## config.mk

```make
export PLATFORM = sky130hd
export DESIGN_NAME = pkt_rx_parser_flat
export DESIGN_NICKNAME = d
export VERILOG_FILES = /design/src/rtl/pkt_rx_pkg.sv /design/src/rtl/pkt_rx_parser_if.sv /design/src/rtl/pkt_sync_fifo.sv /design/src/rtl/pkt_rx_parser.sv /design/src/flat_wrapper.sv
export SDC_FILE = /design/constraint.sdc
export NUM_CORES = 1
export LEC_CHECK = 0
export BUFFER_PORTS_ARGS = -buffer_cell sky130_fd_sc_hd__buf_4
export CORE_MARGIN = 3
export CORE_UTILIZATION = 42
export DETAILED_ROUTE_END_ITERATION = 8
export GPL_ROUTABILITY_DRIVEN = 0
export GPL_TIMING_DRIVEN = 0
export PLACE_DENSITY_LB_ADDON = 0.08
export SETUP_SLACK_MARGIN = 0.1
export SYNTH_ARGS = -nofsm -noshare
export SYNTH_HDL_FRONTEND = slang
export SYNTH_SLANG_ARGS = --single-unit
```

## constraint.sdc

```tcl
create_clock -name clk -period 4.1 [get_ports clk]
set_input_delay 0 -clock clk [delete_from_list [all_inputs] [get_ports clk]]
set_output_delay 0 -clock clk [all_outputs]
set_load 0.02 [all_outputs]
```

## src/rtl/pkt_rx_pkg.sv

```systemverilog
// rtl/pkt_rx_pkg.sv - shared types, header field layout and extract helpers for the packet receive parser
package pkt_rx_pkg;

  localparam int HDR_ADDR_W = 2;
  localparam int HDR_LEN_W  = 6;
  localparam int ENTRY_W    = 10;

  typedef enum logic [1:0] {
    ST_IDLE    = 2'd0,
    ST_PAYLOAD = 2'd1,
    ST_DRAIN   = 2'd2
  } state_t;

  typedef struct packed {
    logic       sop;
    logic       eop;
    logic [7:0] data;
  } entry_t;

  function automatic logic [HDR_ADDR_W-1:0] hdr_addr(input logic [7:0] hdr);
    return hdr[HDR_ADDR_W-1:0];
  endfunction

  function automatic logic [HDR_LEN_W-1:0] hdr_len(input logic [7:0] hdr);
    return hdr[7:HDR_ADDR_W];
  endfunction

endpackage

```

## src/rtl/pkt_rx_parser_if.sv

```systemverilog
// rtl/pkt_rx_parser_if.sv - byte stream in, framed byte stream out, error pulses and counters
interface pkt_rx_parser_if #(
  parameter int CNT_W = 16
) ();

  logic             packet_valid;
  logic [7:0]       data_in;
  logic             out_valid;
  logic             out_ready;
  logic [7:0]       out_data;
  logic             out_sop;
  logic             out_eop;
  logic             parity_err;
  logic             len_err;
  logic             ovf_err;
  logic [CNT_W-1:0] pkt_cnt;
  logic [CNT_W-1:0] drop_cnt;
  logic             busy;

  modport slave (
    input  packet_valid, data_in, out_ready,
    output out_valid, out_data, out_sop, out_eop,
    output parity_err, len_err, ovf_err, pkt_cnt, drop_cnt, busy
  );

  modport master (
    output packet_valid, data_in, out_ready,
    input  out_valid, out_data, out_sop, out_eop,
    input  parity_err, len_err, ovf_err, pkt_cnt, drop_cnt, busy
  );

endinterface

```

## src/rtl/pkt_sync_fifo.sv

```systemverilog
// rtl/pkt_sync_fifo.sv - synchronous {sop, eop, data} output buffer with occupancy count
module pkt_sync_fifo
  import pkt_rx_pkg::*;
#(
  parameter int DEPTH = 16
) (
  input  logic   clk,
  input  logic   rst,
  input  logic   push,
  input  entry_t push_data,
  input  logic   pop,
  output entry_t head,
  output logic   full,
  output logic   empty
);

  localparam int AW = $clog2(DEPTH);

  entry_t          mem [DEPTH];
  logic [AW-1:0]   wr_ptr;
  logic [AW-1:0]   rd_ptr;
  logic [AW:0]     count;
  logic            push_ok;
  logic            pop_ok;

  assign full    = (count == (AW+1)'(DEPTH));
  assign empty   = (count == '0);
  // A full buffer refuses the push even when a pop frees a slot this cycle.
  assign push_ok = push && !full;
  assign pop_ok  = pop && !empty;
  assign head    = empty ? '0 : mem[rd_ptr];

  always_ff @(posedge clk) begin
    if (push_ok) begin
      mem[wr_ptr] <= push_data;
    end
  end

  always_ff @(posedge clk or posedge rst) begin
    if (rst) begin
      wr_ptr <= '0;
      rd_ptr <= '0;
      count  <= '0;
    end else begin
      if (push_ok) begin
        wr_ptr <= wr_ptr + AW'(1);
      end
      if (pop_ok) begin
        rd_ptr <= rd_ptr + AW'(1);
      end
      case ({push_ok, pop_ok})
        2'b10:   count <= count + (AW+1)'(1);
        2'b01:   count <= count - (AW+1)'(1);
        default: count <= count;
      endcase
    end
  end

endmodule

```

## src/rtl/pkt_rx_parser.sv

```systemverilog
// rtl/pkt_rx_parser.sv - header/payload/parity packet parser feeding a framed output buffer
module pkt_rx_parser
  import pkt_rx_pkg::*;
#(
  parameter int FIFO_DEPTH = 16,
  parameter int CNT_W      = 16
) (
  input logic            clk,
  input logic            rst,
  pkt_rx_parser_if.slave bus
);

  state_t           state;
  state_t           state_d;
  logic [6:0]       cnt;
  logic [6:0]       cnt_d;
  logic [7:0]       par;
  logic [7:0]       par_d;
  logic [5:0]       len;
  logic [5:0]       len_d;
  logic [6:0]       len_ext;
  logic             push;
  entry_t           push_entry;
  entry_t           head;
  logic             full;
  logic             empty;
  logic             perr_d;
  logic             lerr_d;
  logic             ovf_d;
  logic             pkt_inc;
  logic             perr_q;
  logic             lerr_q;
  logic             ovf_q;
  logic [CNT_W-1:0] pkt_cnt;
  logic [CNT_W-1:0] drop_cnt;

  assign len_ext = {1'b0, len};
  assign ovf_d   = push && full;

  always_comb begin
    state_d    = state;
    cnt_d      = cnt;
    par_d      = par;
    len_d      = len;
    push       = 1'b0;
    push_entry = '0;
    perr_d     = 1'b0;
    lerr_d     = 1'b0;
    pkt_inc    = 1'b0;
    case (state)
      ST_IDLE: begin
        if (bus.packet_valid) begin
          push            = 1'b1;
          push_entry.sop  = 1'b1;
          push_entry.eop  = (hdr_len(bus.data_in) == '0);
          push_entry.data = bus.data_in;
          len_d           = hdr_len(bus.data_in);
          cnt_d           = '0;
          par_d           = bus.data_in;
          state_d         = ST_PAYLOAD;
        end
      end
      ST_PAYLOAD: begin
        if (bus.packet_valid) begin
          par_d = par ^ bus.data_in;
          // Saturates so a runaway stream still reads as a length mismatch.
          if (cnt != 7'h7F) begin
            cnt_d = cnt + 7'd1;
          end
          if (cnt < len_ext) begin
            push            = 1'b1;
            push_entry.eop  = ((cnt + 7'd1) == len_ext);
            push_entry.data = bus.data_in;
          end
        end else begin
          perr_d  = (bus.data_in != par);
          lerr_d  = (cnt != len_ext);
          // Short packet: close the frame with a zero pad carrying eop.
          if (cnt < len_ext) begin
            push           = 1'b1;
            push_entry.eop = 1'b1;
          end
          pkt_inc = 1'b1;
          state_d = ST_DRAIN;
        end
      end
      ST_DRAIN: begin
        state_d = ST_IDLE;
      end
      default: begin
        state_d = ST_IDLE;
      end
    endcase
  end

  always_ff @(posedge clk or posedge rst) begin
    if (rst) begin
      state    <= ST_IDLE;
      cnt      <= '0;
      par      <= '0;
      len      <= '0;
      perr_q   <= 1'b0;
      lerr_q   <= 1'b0;
      ovf_q    <= 1'b0;
      pkt_cnt  <= '0;
      drop_cnt <= '0;
    end else begin
      state  <= state_d;
      cnt    <= cnt_d;
      par    <= par_d;
      len    <= len_d;
      perr_q <= perr_d;
      lerr_q <= lerr_d;
      ovf_q  <= ovf_d;
      if (pkt_inc && (pkt_cnt != '1)) begin
        pkt_cnt <= pkt_cnt + CNT_W'(1);
      end
      if (ovf_d && (drop_cnt != '1)) begin
        drop_cnt <= drop_cnt + CNT_W'(1);
      end
    end
  end

  pkt_sync_fifo #(
    .DEPTH (FIFO_DEPTH)
  ) u_fifo (
    .clk       (clk),
    .rst       (rst),
    .push      (push),
    .push_data (push_entry),
    .pop       (bus.out_ready),
    .head      (head),
    .full      (full),
    .empty     (empty)
  );

  assign bus.out_valid  = !empty;
  assign bus.out_data   = head.data;
  assign bus.out_sop    = head.sop;
  assign bus.out_eop    = head.eop;
  assign bus.parity_err = perr_q;
  assign bus.len_err    = lerr_q;
  assign bus.ovf_err    = ovf_q;
  assign bus.pkt_cnt    = pkt_cnt;
  assign bus.drop_cnt   = drop_cnt;
  assign bus.busy       = (state != ST_IDLE);

endmodule
```

## src/flat_wrapper.sv

```systemverilog
// flat-port wrapper written by rule: the top's interface ports become plain ports
module pkt_rx_parser_flat import pkt_rx_pkg::*;
#(
  parameter int FIFO_DEPTH = 16,
  parameter int CNT_W      = 16
)
  (clk, rst, bus_packet_valid, bus_data_in, bus_out_ready, bus_out_valid, bus_out_data, bus_out_sop, bus_out_eop, bus_parity_err, bus_len_err, bus_ovf_err, bus_pkt_cnt, bus_drop_cnt, bus_busy);
  pkt_rx_parser_if #(.CNT_W(CNT_W)) bus_i ();
  input logic clk;
  input logic rst;
  input wire logic [$bits(bus_i.packet_valid)-1:0] bus_packet_valid;
  input wire logic [$bits(bus_i.data_in)-1:0] bus_data_in;
  input wire logic [$bits(bus_i.out_ready)-1:0] bus_out_ready;
  output wire logic [$bits(bus_i.out_valid)-1:0] bus_out_valid;
  output wire logic [$bits(bus_i.out_data)-1:0] bus_out_data;
  output wire logic [$bits(bus_i.out_sop)-1:0] bus_out_sop;
  output wire logic [$bits(bus_i.out_eop)-1:0] bus_out_eop;
  output wire logic [$bits(bus_i.parity_err)-1:0] bus_parity_err;
  output wire logic [$bits(bus_i.len_err)-1:0] bus_len_err;
  output wire logic [$bits(bus_i.ovf_err)-1:0] bus_ovf_err;
  output wire logic [$bits(bus_i.pkt_cnt)-1:0] bus_pkt_cnt;
  output wire logic [$bits(bus_i.drop_cnt)-1:0] bus_drop_cnt;
  output wire logic [$bits(bus_i.busy)-1:0] bus_busy;
  assign bus_i.packet_valid = bus_packet_valid;
  assign bus_i.data_in = bus_data_in;
  assign bus_i.out_ready = bus_out_ready;
  assign bus_out_valid = bus_i.out_valid;
  assign bus_out_data = bus_i.out_data;
  assign bus_out_sop = bus_i.out_sop;
  assign bus_out_eop = bus_i.out_eop;
  assign bus_parity_err = bus_i.parity_err;
  assign bus_len_err = bus_i.len_err;
  assign bus_ovf_err = bus_i.ovf_err;
  assign bus_pkt_cnt = bus_i.pkt_cnt;
  assign bus_drop_cnt = bus_i.drop_cnt;
  assign bus_busy = bus_i.busy;
  pkt_rx_parser #(.FIFO_DEPTH(FIFO_DEPTH), .CNT_W(CNT_W)) u_core (.clk(clk), .rst(rst), .bus(bus_i));
endmodule
```

==> results of run 1 <==
-- kinds of logic (layout without fill, tap and decap cells) --
group,after synthesis,in the layout,synth area share (%)
xor gates and xnor gates,65,65,5.79
muxes,54,54,11.6
buffers and inverters,43,160,1.96
adders and majority gates,18,18,2.24
and+or+nand+nor,178,178,9.71
AOI/OAI and AO/OA,50,50,3.26
DFF,231,231,65.4
-- registers in the layout, indices dropped and copies added (netlist names) --
signal	count
u_core.u_fifo.mem	160
u_core.bus.drop_cnt	16
u_core.bus.pkt_cnt	16
u_core.par	8
u_core.cnt	7
u_core.len	6
u_core.u_fifo.count	5
u_core.u_fifo.rd_ptr	4
u_core.u_fifo.wr_ptr	4
u_core.state	2
u_core.bus.len_err	1
u_core.bus.ovf_err	1
u_core.bus.parity_err	1
-- cells in the mapped netlist (4+ instances only) --
cell type and count:
sky130_fd_sc_hd__edfxtp_1 160, sky130_fd_sc_hd__dfrtp_1 71, sky130_fd_sc_hd__mux4_2 50, sky130_fd_sc_hd__nand2_1 46, sky130_fd_sc_hd__xor2_1 33, sky130_fd_sc_hd__xnor2_1 31
sky130_fd_sc_hd__nor2b_1 25, sky130_fd_sc_hd__and3_1 21, sky130_fd_sc_hd__nand3_1 20, sky130_fd_sc_hd__o21ai_0 19, sky130_fd_sc_hd__ha_1 18, sky130_fd_sc_hd__clkbuf_1 16
sky130_fd_sc_hd__inv_1 16, sky130_fd_sc_hd__nand4_1 16, sky130_fd_sc_hd__nor2_1 15, sky130_fd_sc_hd__nor4_1 9, sky130_fd_sc_hd__a21oi_1 7, sky130_fd_sc_hd__buf_2 5
sky130_fd_sc_hd__a31oi_1 4, sky130_fd_sc_hd__buf_6 4, sky130_fd_sc_hd__nor3_1 4
-- per-stage QoR --
stage               utilization, %  instance area, sq um  std cells  setup slack (ps)
global placement              46.3                 10900       1016               432
CTS                           50.3                 11800       1075               590
global route                  50.3                 11800       1075               203
floorplan                        -                 10100        639              1050
detailed placement            46.5                 10900       1018               618
finish                        50.3                 11800       1075               614
-- worst register-to-register path, stage by stage, from the launching register on --
cell and delay, ps:
sky130_fd_sc_hd__dfrtp_1 460, sky130_fd_sc_hd__ha_1 340, sky130_fd_sc_hd__a211oi_1 260, sky130_fd_sc_hd__nand2_1 190
sky130_fd_sc_hd__a211oi_2 330, sky130_fd_sc_hd__buf_2 250, sky130_fd_sc_hd__inv_1 90, sky130_fd_sc_hd__ha_1 210
sky130_fd_sc_hd__clkbuf_1 190, sky130_fd_sc_hd__xor2_1 180, sky130_fd_sc_hd__ha_1 220, sky130_fd_sc_hd__nor2b_1 140
sky130_fd_sc_hd__o21ai_0 160, sky130_fd_sc_hd__a31oi_1 100, sky130_fd_sc_hd__nor2_1 150, sky130_fd_sc_hd__xor2_1 150
-- final cells by class --
type | instances | area share [%]
plain buffers | 26 | 1.13
clock buffers | 43 | 6.44
clock inverters | 3 | 0.243
inverters | 17 | 0.560
multi-input cells | 365 | 27.8
flip-flops and latches | 231 | 55.6
well taps | 319 | 3.37
repair buffers | 71 | 4.93
-- per-layer routing --
| metal | up-vias | wire [um] | track usage [%] |
|---|---|---|---|
| li1 | 2631 | - | - |
| met1 | 2929 | 9670 | 23.8 |
| met2 | 130 | 10800 | 28.9 |
| met4 | 0 | 381 | 3.64 |
| met5 | - | 0 | 0 |
| met3 | 27 | 856 | 2.53 |
-- power groups by stage --
stage	sequential [mW]	clock (mW)	combinational (mW)
4_1_cts	3.01	2.20	2.41
6_report	3.00	2.15	2.35
2_1_floorplan	3.04	0	1.61
3_5_place_dp	3.05	0	2.39
5_1_grt	3.04	2.30	2.56
3_3_place_gp	3.03	0	2.36
-- worst min path at each step --
stage,from,endpoint,slack (ps)
final,bus_out_ready,u_core.u_fifo.rd_ptr[0],110
after global routing,bus_out_ready,u_core.u_fifo.rd_ptr[0],110
after CTS,bus_out_ready,u_core.u_fifo.rd_ptr[0],80
after detailed placement,rst,u_core.u_fifo.rd_ptr[0],-100
after global placement,bus_data_in[2],u_core.len[0],260
after floorplan,bus_data_in[2],u_core.len[0],110
-- repair_timing --
item	CTS	global route
setup buffers	0	0
endpoints found under the hold margin	88	0
hold buffers	11	0
==> results.md, run 1 <==
Run status:
- The run finished with clean final reports.

Critical path:
- For the worst setup path, the data arrival time is 3930 ps.
- The delay contributed by the slowest stage of the critical path is 460 ps.
- The category of the worst setup path capture point is a flop.
- The worst register-to-register path has a depth of 15.
- The number of cells on the critical path is 15.
- On the critical path the largest part of the delay comes from compound AO/OA/AOI/OAI gates.
- The most repeated library cell on the critical path is sky130_fd_sc_hd__ha_1.
- The largest individual stage delay along the critical path comes from the cell sky130_fd_sc_hd__dfrtp_1.
- The worst setup path is of the flop to flop kind.
- The signal on the critical path passes through ha_1 -> a211oi_1 -> nand2_1 -> a211oi_2 -> buf_2 -> inv_1 -> ha_1 -> clkbuf_1 -> xor2_1 -> ha_1 -> nor2b_1 -> o21ai_0 -> a31oi_1 -> nor2_1 -> xor2_1.
- The critical path capture point is u_core.u_fifo.count[4].
- Of all nets on the critical path, the largest fanout is 10.
- Data on the critical path is required at its endpoint by 4550 ps.
- For flop-to-flop paths, the worst setup slack is 610 ps.
- The startpoint kind of the worst setup timing path is a flop.
- In this run the critical register-to-register path is captured at u_core.u_fifo.count[4].
- The worst reg2reg path startpoint is u_core.cnt[5].
- The number of buffers and inverters on the critical path is 3.
- Tracing the worst setup path back leads to its startpoint at u_core.cnt[5].

Clock network:
- The total CTS buffers is 25.
- The insertion delay of the later-clocked pin in the worst-skew pair is 530 ps.
- The total number of clock tree sinks is 231.
- The CTS tree is done.
- The number of gates resized after CTS was 0.
- CTS placed an instance of sky130_fd_sc_hd__clkbuf_16 at the clock tree root.
- Clock-pin slew was measured on the worst setup and hold paths at 60 ps.
- The clock passes through at most 3 buffers.
- The H-tree level count is 1.

Min path:
- The depth of the worst hold-timing path is 4.
- The type of the tightest min-delay check is primary input to flop.

Pwr:
- The share of total power dissipated in the clock network is 28.6%.
- The share of total power dissipated in combinational logic is 31.4%.
- The power density over cell area is 633 nW/um^2.
- The design draws 7.50 mW.
- Of the total power, the share spent switching nets is 30.7%.
- The sequential power share is 40.0%.
- The leakage component of the power is 4.39 nW.
- The total net switching power is 2.30 mW.
- The total internal power is 5.20 mW.
- VDD sags by at most 384 uV.

Global route:
- The number of antenna violations at the first check in global routing is 0.
- For this run the aggregate overflow at the end of global routing stands at 0.
- The wire length of the first global-routing pass is 34.2 mm.
- For this run, the total global-route usage over all layers was measured as 17.1%.
- The number of global-route vias before repair is 5,916.
- The largest net degree at the start of global routing is 68.

Logic synthesis:
- Sorting the synthesized cells by area gives the leading types as sky130_fd_sc_hd__edfxtp_1 (48%), sky130_fd_sc_hd__dfrtp_1 (18%), sky130_fd_sc_hd__mux4_2 (11%), sky130_fd_sc_hd__xor2_1 (2.9%), sky130_fd_sc_hd__xnor2_1 (2.7%).
- The number of warning messages in the yosys log is 0.
- The count of flip-flops with a built-in enable after synthesis is 160.
- Counting distinct cell types in the post-synthesis netlist gives 57.
- When the netlist entered floorplanning its net count stood at 669.
- Synthesis inferred 231 register bits.
- Counting flops with an async set or reset pin after synthesis yields a share of 30.7%.
- The mean instance size in the synthesized netlist is 15.7 sq um.
- The biggest area consumer among synthesized cells is sky130_fd_sc_hd__edfxtp_1.
- In the synthesized netlist, the number of instances is 639.
- Of the synthesized area, sequential elements account for 65.4%.
- The share of the synthesized area in the top cell type is 47.7%.
- The most used flip-flop cell after synthesis is sky130_fd_sc_hd__edfxtp_1.
- The cell area after technology mapping is 10,100 sq um.

Drt:
- The remaining number of nets flagged by the antenna check after routing is 0.
- After detailed routing, the number of vias per cell comes to 5.32.
- The average wire per cell in the routed design is 20.2 um.
- For this run, design rule violations remaining after detail routing come to 0.
- The total length of routed wires is 21.7 mm.
- The final route contains 5,717 vias.
- The number of DRC markers after the initial detailed-route iteration is 339.
- The number of search-and-repair iterations in the first detailed-routing pass is 4.

Final layout:
- Leaving out fill and tap cells, the most frequent cell in the layout is sky130_fd_sc_hd__edfxtp_1.
- After filler insertion, the fill cell instance count of the layout stands at 2,001.
- In the layout the commonest cells are sky130_fd_sc_hd__edfxtp_1 (160), sky130_fd_sc_hd__dfrtp_1 (71), sky130_fd_sc_hd__buf_4 (58).
- The area growth from synthesis to layout is 17.7%.
- The net count of the finished layout is 767.
- The number of antenna diodes in the final layout is 0.
- The fraction of layout cells with a size suffix above 1 is 22.4%.
- The sequential cells in the finished layout cover a total of 6580 sq um.
- In the final layout, the multi-input gates occupy 3290 sq um.

Floorplanning:
- 59 I/O pins were placed.
- In this run the vertical extent of the chip is 161 um.
- The floorplan row count is 56.
- The floorplan step set the die width to 161 um.
- The die area is 25,900 sq um.
- The initial cell density of the core is 42.7%.
- After floorplanning, the core was sized to cover 23,500 sq um.

Flow run:
- Max-cap violations in this run came to 0.

Timing:
- The final count of hold timing violations is 0.
- Based on the critical path, the design can be clocked at up to 287 MHz.
- Dividing the final minimum period by the clock period gives 85.0%.
- The count of pins over their slew limit came to 0.
- Setup repair after global routing left no endpoint under its margin.
- The count of final setup violators is 0.
- At the pin with the least slew margin, the transition time is 1290 ps.
- The post-route worst hold slack is 109 ps.
- The aggregate negative setup slack is 0 ps.
- The shortest period the worst path allows is 3490 ps.
- The worst clock skew on the final layout is 11.5 ps.
- In this run the tightest slew margin relative to its limit is 14.1%.

Placement:
- The number of input and output port buffers inserted is 58.
- The half-perimeter wire length after placement is 14.7 mm.
Power figures use the tool's default switching activity.
==> inputs of run 2 (changes only) <==
--- a/config.mk
+++ b/config.mk
@@ -11,6 +11,7 @@
 export DETAILED_ROUTE_END_ITERATION = 8
 export GPL_ROUTABILITY_DRIVEN = 0
 export GPL_TIMING_DRIVEN = 0
+export HOLD_SLACK_MARGIN = 0.12
 export PLACE_DENSITY_LB_ADDON = 0.08
 export SETUP_SLACK_MARGIN = 0.1
 export SYNTH_ARGS = -nofsm -noshare
==> results.md, run 2 (synthesis results as in run 1) <==
Timing:
- The relative slew slack is 14.0% (was 14.1%).
- The count of final setup violators is 0 (unchanged).
- The final count of hold timing violations is 0 (unchanged).
- The actual slew at the worst max-slew pin is 1290 ps (about the same).
- The post-route worst hold slack came to 288 ps (was 109 ps).
- RSZ-0062 raised after global routing: false (unchanged).
- The setup slack after layout is 611 ps (was 614 ps).
- The highest achievable clock rate came to 287 MHz (about the same).
- The worst clock skew on the final layout is 10.6 ps (was 11.5 ps).
- The shortest period the worst path allows came to 3490 ps (about the same).
- The portion of the clock cycle consumed by the worst path in the final layout was 85.1% (was 85.0%).
- The aggregate negative setup slack was 0 ps (unchanged).
- The count of pins over their slew limit is 0 (unchanged).

Critical path:
- The category of the worst setup path capture point is a flop (unchanged).
- The startpoint of the most critical setup path is u_core.cnt[5] (unchanged).
- The arrival time at the worst endpoint is 3930 ps (about the same).
- The type of the worst setup path is flop to flop (unchanged).
- The required time reported for the critical path endpoint is 4550 ps (about the same).
- The reg-to-reg critical path endpoint was u_core.u_fifo.count[4] (unchanged).
- The critical path capture point is u_core.u_fifo.count[4] (unchanged).
- The logic depth of the worst register-to-register path is 15 (unchanged).
- The worst-path maximum fanout came to 10 (unchanged).
- The register-to-register setup slack is 610 ps (about the same).
- The worst reg2reg path startpoint is u_core.cnt[5] (unchanged).
- The startpoint kind of the worst setup timing path is a flop (unchanged).

Placement:
- The number of input and output port buffers inserted is 58 (unchanged).
- The number of instances in the placed design is 1,018 (unchanged).
- The half-perimeter wire length after placement is 14.7 mm (unchanged).
- The worst slack at placement is 618 ps (unchanged).

Final layout:
- The fraction of layout cells with a size suffix above 1 is 22.3% (was 22.4%).
- The flip-flop count of the largest register, all copies and words added is 160 (unchanged).
- The final non-filler cell total was 1,076 (was 1,075).
- The area growth from synthesis to layout came to 17.8% (was 17.7%).
- The final antenna diode count is 0 (unchanged).
- Registers with the most flip-flops: u_core.u_fifo.mem: 160 flops, u_core.bus.drop_cnt: 16 flops, u_core.bus.pkt_cnt: 16 flops (unchanged).
- The register ranked first by flip-flop count is u_core.u_fifo.mem (unchanged).
- The most common cell after layout, fill and taps aside is sky130_fd_sc_hd__edfxtp_1 (unchanged).
- Highest-count cells in the layout ignoring fill and taps: sky130_fd_sc_hd__edfxtp_1 (160), sky130_fd_sc_hd__dfrtp_1 (71), sky130_fd_sc_hd__buf_4 (58) (unchanged).
- The net count of the finished layout is 768 (was 767).

Clock network:
- The total CTS buffers is 25 (unchanged).
- The maximum buffer depth of the clock tree is 3 (unchanged).
- The clock input transition at the sequential cells of the worst setup and hold paths was 60 ps (about the same).
- The H-tree level count is 1 (unchanged).
- The total number of clock tree sinks is 231 (unchanged).
- The buffer cell driving the clock tree root is sky130_fd_sc_hd__clkbuf_16 (unchanged).
- The total setup buffers inserted after CTS was 0 (unchanged).
- The CTS tree is done (unchanged).
- The insertion delay of the later-clocked pin in the worst-skew pair is 530 ps (about the same).
- The number of gates given a new drive strength after cts came to 0 (unchanged).

Global route:
- The wire length of the first global-routing pass is 34.1 mm (was 34.2 mm).
- The aggregate global routing overflow is 0 (unchanged).
- The number of antenna violations at the first check in global routing is 0 (unchanged).
- The largest net degree at the start of global routing is 68 (unchanged).
- The number of global-route vias before repair is 5,923 (was 5,916).
- The overall fraction of global-route tracks in use was 17.1% (about the same).

Floorplanning:
- The chip height is 161 um (unchanged).
- The total I/O pin count came to 59 (unchanged).
- The floorplan die width is 161 um (unchanged).
- The core outline area is 23,500 sq um (unchanged).
- The floorplan row count was 56 (unchanged).
- The die area came to 25,900 sq um (unchanged).
- The initial cell density of the core is 42.7% (unchanged).

Drt:
- The vias per cell was 5.29 (was 5.32).
- The total length of routed wires came to 21.7 mm (about the same).
- The remaining number of nets flagged by the antenna check after routing is 0 (unchanged).
- The number of DRC markers after the initial detailed-route iteration is 314 (was 339).
- The average wire per cell in the routed design is 20.1 um (was 20.2 um).
- The remaining design rule violation count came to 0 (unchanged).
- The total via count in the routed design is 5,689 (was 5,717).
- The number of search-and-repair iterations in the first detailed-routing pass was 5 (was 4).

Pwr:
- The share of total power in the clock network is 28.6% (about the same).
- The overall power consumption came to 7.50 mW (about the same).
- The peak supply drop is 383 uV (was 384 uV).
- The sequential power share was 40.1% (was 40.0%).
- The leakage component of the power was 4.39 nW (about the same).
- The total internal power is 5.20 mW (about the same).
- The share of total power in combinational logic was 31.4% (about the same).
- The total net switching power is 2.30 mW (about the same).
- The net switching fraction of the power came to 30.7% (about the same).
- The power density over cell area is 633 nW/um^2 (about the same).

Flow run:
- The number of violations of the max-capacitance limit came to 0 (unchanged).

Min path:
- The depth of the worst hold-timing path is 4 (unchanged).
- The type of the tightest min-delay check is primary input to flop (unchanged).

Run status:
- Run status: finished clean (unchanged).
==> run 2: cell count changes in the layout (fill, tap and decap cells not counted), sizes merged <==
| cell | delta |
|---|---|
| dlygate4sd3 | +1 |
==> run 2: stage by stage <==
step	utilization, %	cell area [sq um]
CTS	50.4	11900
floorplan	-	10100
global placement	46.3	10900
detailed placement	46.5	10900
finish	50.4	11900
global route	50.4	11900
==> run 2: how the worst min path moves through the flow <==
stage          slack (ps)                       to            from
2_1_floorplan         110            u_core.len[0]  bus_data_in[2]
3_3_place_gp          260            u_core.len[0]  bus_data_in[2]
3_5_place_dp         -100  u_core.u_fifo.rd_ptr[0]             rst
4_1_cts               270            u_core.len[0]  bus_data_in[2]
5_1_grt               300            u_core.len[0]  bus_data_in[2]
6_report              290            u_core.len[0]  bus_data_in[2]
==> run 2: layout make-up <==
cell class                 count  area, sq um
buffer                        26          134
clock buffer                  43          763
clock inverter                 3         28.8
fill                        2001        11700
inverter                      17         66.3
multi-input combinational    365         3290
sequential                   231         6580
tap                          319          399
timing repair buffer          72          594
==> run 2: repair_timing <==
action / 4_1_cts / 5_1_grt
endpoints found under the hold margin: 97 / 0
hold buffers: 12 / 0
endpoints found under the setup margin: 0 / 0
==> run 2: metal layers <==
metal  track usage, %  wire (um)
met1             23.8       9680
met2             28.9      10700
met3             2.53        883
met4             3.64        381
met5                0          0
==> run 2: power groups by stage <==
stage	clock network, mW	registers, mW	logic, mW
floorplan	0	3.04	1.61
global placement	0	3.03	2.36
detailed placement	0	3.05	2.39
CTS	2.20	3.01	2.41
global route	2.30	3.04	2.56
finish	2.14	3.00	2.35
==> run 2: worst max-delay path, stage by stage (launching register included) <==
cell and delay (ps):
sky130_fd_sc_hd__dfrtp_1 460, sky130_fd_sc_hd__ha_1 340, sky130_fd_sc_hd__a211oi_1 260, sky130_fd_sc_hd__nand2_1 180
sky130_fd_sc_hd__a211oi_2 320, sky130_fd_sc_hd__buf_2 250, sky130_fd_sc_hd__inv_1 90, sky130_fd_sc_hd__ha_1 210
sky130_fd_sc_hd__clkbuf_1 190, sky130_fd_sc_hd__xor2_1 180, sky130_fd_sc_hd__ha_1 220, sky130_fd_sc_hd__nor2b_1 140
sky130_fd_sc_hd__o21ai_0 160, sky130_fd_sc_hd__a31oi_1 100, sky130_fd_sc_hd__nor2_1 150, sky130_fd_sc_hd__xor2_1 150
==> inputs of run 3 (changes only) <==
--- a/config.mk
+++ b/config.mk
@@ -13,7 +13,9 @@
 export GPL_TIMING_DRIVEN = 0
 export HOLD_SLACK_MARGIN = 0.12
 export PLACE_DENSITY_LB_ADDON = 0.08
+export RECOVER_POWER = 100
 export SETUP_SLACK_MARGIN = 0.1
+export SLEW_MARGIN = 15
 export SYNTH_ARGS = -nofsm -noshare
 export SYNTH_HDL_FRONTEND = slang
 export SYNTH_SLANG_ARGS = --single-unit
==> results.md, run 3 (synthesis results as in run 1) <==
Global route:
- The overall fraction of global-route tracks in use was 17.2% (was 17.1%).
- The number of antenna violations at the first check in global routing was 0 (unchanged).
- The aggregate global routing overflow is 0 (unchanged).
- The largest net degree at the start of global routing is 59 (was 68).
- The wire length of the first global-routing pass came to 34.5 mm (was 34.1 mm).
- The number of global-route vias before repair came to 5,920 (was 5,923).

Final layout:
- The most common cell after layout, fill and taps aside is sky130_fd_sc_hd__edfxtp_1 (unchanged).
- Registers with the most flip-flops: u_core.u_fifo.mem: 160 flops, u_core.bus.drop_cnt: 16 flops, u_core.bus.pkt_cnt: 16 flops (unchanged).
- The sequential cell area is 6580 sq um (unchanged).
- Highest-count cells in the layout ignoring fill and taps: sky130_fd_sc_hd__edfxtp_1 (160), sky130_fd_sc_hd__clkbuf_1 (72), sky130_fd_sc_hd__dfrtp_1 (71) (was sky130_fd_sc_hd__edfxtp_1 (160), sky130_fd_sc_hd__dfrtp_1 (71), sky130_fd_sc_hd__buf_4 (58)).
- The post-route cell area is 11,700 sq um (was 11,900 sq um).
- The flip-flop count of the largest register, all copies and words added is 160 (unchanged).
- The multi-input logic area is 3250 sq um (was 3290 sq um).
- The area growth from synthesis to layout is 16.2% (was 17.8%).
- The fill cell instance count of the final layout came to 2,087 (was 2,001).
- The net count of the finished layout was 768 (unchanged).
- The register ranked first by flip-flop count was u_core.u_fifo.mem (unchanged).
- The final antenna diode count was 0 (unchanged).
- The fraction of layout cells with a size suffix above 1 was 14.9% (was 22.3%).

Critical path:
- The startpoint kind of the worst setup timing path is a flop (unchanged).
- The delay contributed by the slowest stage of the critical path is 460 ps (about the same).
- The register-to-register setup slack is 480 ps (was 610 ps).
- The type of the worst setup path is flop to flop (unchanged).
- The logic depth of the worst register-to-register path is 15 (unchanged).
- The reg-to-reg critical path endpoint is u_core.u_fifo.count[4] (unchanged).
- The cell with the largest stage delay on the worst path is sky130_fd_sc_hd__dfrtp_1 (unchanged).
- The most repeated library cell on the critical path is sky130_fd_sc_hd__ha_1 (unchanged).
- The number of buffers and inverters on the critical path is 3 (unchanged).
- The family with the most delay on the worst path is compound AO/OA/AOI/OAI gates (unchanged).
- The category of the worst setup path capture point was a flop (unchanged).
- The arrival time at the worst endpoint is 4060 ps (was 3930 ps).
- Cell chain of the critical path: ha_1 -> a211oi_1 -> nand2_1 -> a211oi_1 -> buf_2 -> inv_1 -> ha_1 -> clkbuf_1 -> xor2_1 -> ha_1 -> nor2b_1 -> o21ai_0 -> a31oi_1 -> nor2_1 -> xor2_1 (was ha_1 -> a211oi_1 -> nand2_1 -> a211oi_2 -> buf_2 -> inv_1 -> ha_1 -> clkbuf_1 -> xor2_1 -> ha_1 -> nor2b_1 -> o21ai_0 -> a31oi_1 -> nor2_1 -> xor2_1).
- The worst-path maximum fanout is 10 (unchanged).
- The worst reg2reg path startpoint is u_core.cnt[5] (unchanged).
- The required time reported for the critical path endpoint is 4540 ps (was 4550 ps).

Timing:
- The actual slew at the worst max-slew pin is 1490 ps (was 1290 ps).
- The portion of the clock cycle consumed by the worst path in the final layout is 88.3% (was 85.1%).
- The aggregate negative setup slack is 0 ps (unchanged).
- RSZ-0062 raised after global routing: false (unchanged).
- The count of pins over their slew limit is 0 (unchanged).
- The worst clock skew on the final layout is 14.8 ps (was 10.6 ps).
- The shortest period the worst path allows is 3620 ps (was 3490 ps).
- The relative slew slack is 0.941% (was 14.0%).
- The final count of hold timing violations was 0 (unchanged).
- The count of final setup violators was 0 (unchanged).
- The highest achievable clock rate is 276 MHz (was 287 MHz).

Drt:
- The number of DRC markers after the initial detailed-route iteration was 364 (was 314).
- The number of search-and-repair iterations in the first detailed-routing pass was 4 (was 5).
- The average wire per cell in the routed design is 20.2 um (was 20.1 um).
- The total length of routed wires came to 21.7 mm (about the same).
- The remaining design rule violation count was 0 (unchanged).
- The total via count in the routed design is 5,697 (was 5,689).
- The remaining number of nets flagged by the antenna check after routing came to 0 (unchanged).
- The vias per cell is 5.29 (about the same).

Pwr:
- The share of total power in combinational logic is 29.2% (was 31.4%).
- The power density over cell area is 651 nW/um^2 (was 633 nW/um^2).
- The leakage component of the power is 4.23 nW (was 4.39 nW).
- The total net switching power came to 2.31 mW (was 2.30 mW).
- The net switching fraction of the power is 30.3% (was 30.7%).
- The share of total power in the clock network is 31.4% (was 28.6%).
- The peak supply drop is 315 uV (was 383 uV).
- The sequential power share is 39.4% (was 40.1%).
- The total internal power is 5.30 mW (was 5.20 mW).

Clock network:
- The buffer cell driving the clock tree root is sky130_fd_sc_hd__clkbuf_16 (unchanged).
- The number of gates given a new drive strength after cts is 0 (unchanged).
- The maximum buffer depth of the clock tree is 3 (unchanged).
- The total CTS buffers is 25 (unchanged).
- The insertion delay of the later-clocked pin in the worst-skew pair is 520 ps (was 530 ps).
- The clock input transition at the sequential cells of the worst setup and hold paths is 70 ps (was 60 ps).
- The total number of clock tree sinks was 231 (unchanged).
- The H-tree level count was 1 (unchanged).
- The CTS tree was done (unchanged).

Placement:
- The half-perimeter wire length after placement came to 14.9 mm (was 14.7 mm).
- The cell area reported after detailed placement is 10,900 sq um (about the same).
- The number of input and output port buffers inserted is 58 (unchanged).

Floorplanning:
- The floorplan die width came to 161 um (unchanged).
- The initial cell density of the core is 42.7% (unchanged).
- The floorplan row count came to 56 (unchanged).
- The chip height is 161 um (unchanged).
- The total I/O pin count is 59 (unchanged).
- The die area came to 25,900 sq um (unchanged).
- The core outline area is 23,500 sq um (unchanged).

Min path:
- The depth of the worst hold-timing path is 4 (unchanged).
- The endpoint of the worst hold path is u_core.len[0] (unchanged).
- The type of the tightest min-delay check is primary input to flop (unchanged).
- The start point of the worst hold path is bus_data_in[2] (unchanged).

Run status:
- Run status: finished clean (unchanged).

Flow run:
- The number of violations of the max-capacitance limit is 0 (unchanged).
-- run 3: power groups by stage --
stage	clock (mW)	sequential, mW	combinational [mW]
4_1_cts	2.44	3.01	2.41
5_1_grt	2.54	3.03	2.43
3_5_place_dp	0	3.05	2.40
3_3_place_gp	0	3.03	2.36
2_1_floorplan	0	3.04	1.61
6_report	2.39	3.00	2.22
-- run 3: worst max path at each step --
| stage | from | endpoint | cells after the start |
|---|---|---|---|
| floorplan | u_core.cnt[5] | u_core.u_fifo.count[4] | 15 |
| global placement | u_core.cnt[5] | u_core.u_fifo.mem[3][3] | 7 |
| detailed placement | u_core.cnt[5] | u_core.u_fifo.count[4] | 15 |
| CTS | u_core.cnt[5] | u_core.u_fifo.count[4] | 15 |
| global route | u_core.state[1] | u_core.u_fifo.count[4] | 16 |
| finish | u_core.cnt[5] | u_core.u_fifo.count[4] | 15 |
-- run 3: area by class of cell --
| cell class | count | area share, % |
|---|---|---|
| plain buffers | 26 | 1.12 |
| clock buffers | 34 | 5.89 |
| clock inverters | 12 | 1.65 |
| inverters | 17 | 0.556 |
| multi-input cells | 365 | 27.8 |
| flip-flops and latches | 231 | 56.3 |
| well taps | 319 | 3.41 |
| repair buffers | 72 | 3.32 |
-- run 3: tightest hold or removal path, delay by kind of cell --
| family | cells | cell delay, ps |
|---|---|---|
| buffers and inverters | 2 | 680 |
| AND/OR/NAND/NOR | 2 | 100 |
-- run 3: timing repair --
item / in CTS / in global routing
hold buffers: 12 / 0
hold endpoints to repair: 96 / 0
setup buffers: 0 / 0
-- run 3: through the flow --
step	worst slack [ps]	utilization (%)	hold WS (ps)	cells	power [mW]
2_1_floorplan	1050	-	105	639	4.65
3_3_place_gp	432	46.3	257	1016	5.39
3_5_place_dp	604	46.5	-46.3	1018	5.45
4_1_cts	594	50.7	275	1076	7.86
5_1_grt	151	49.7	312	1076	8.00
6_report	481	49.7	294	1076	7.61
-- run 3: routing by layer --
layer  wire length [um]  vias up  global-route usage [%]
met4                392        0                    3.60
met5                  0        -                       0
met2              10800      126                    28.7
li1                   -     2640                       -
met3                996       33                    2.50
met1               9550     2898                    24.3
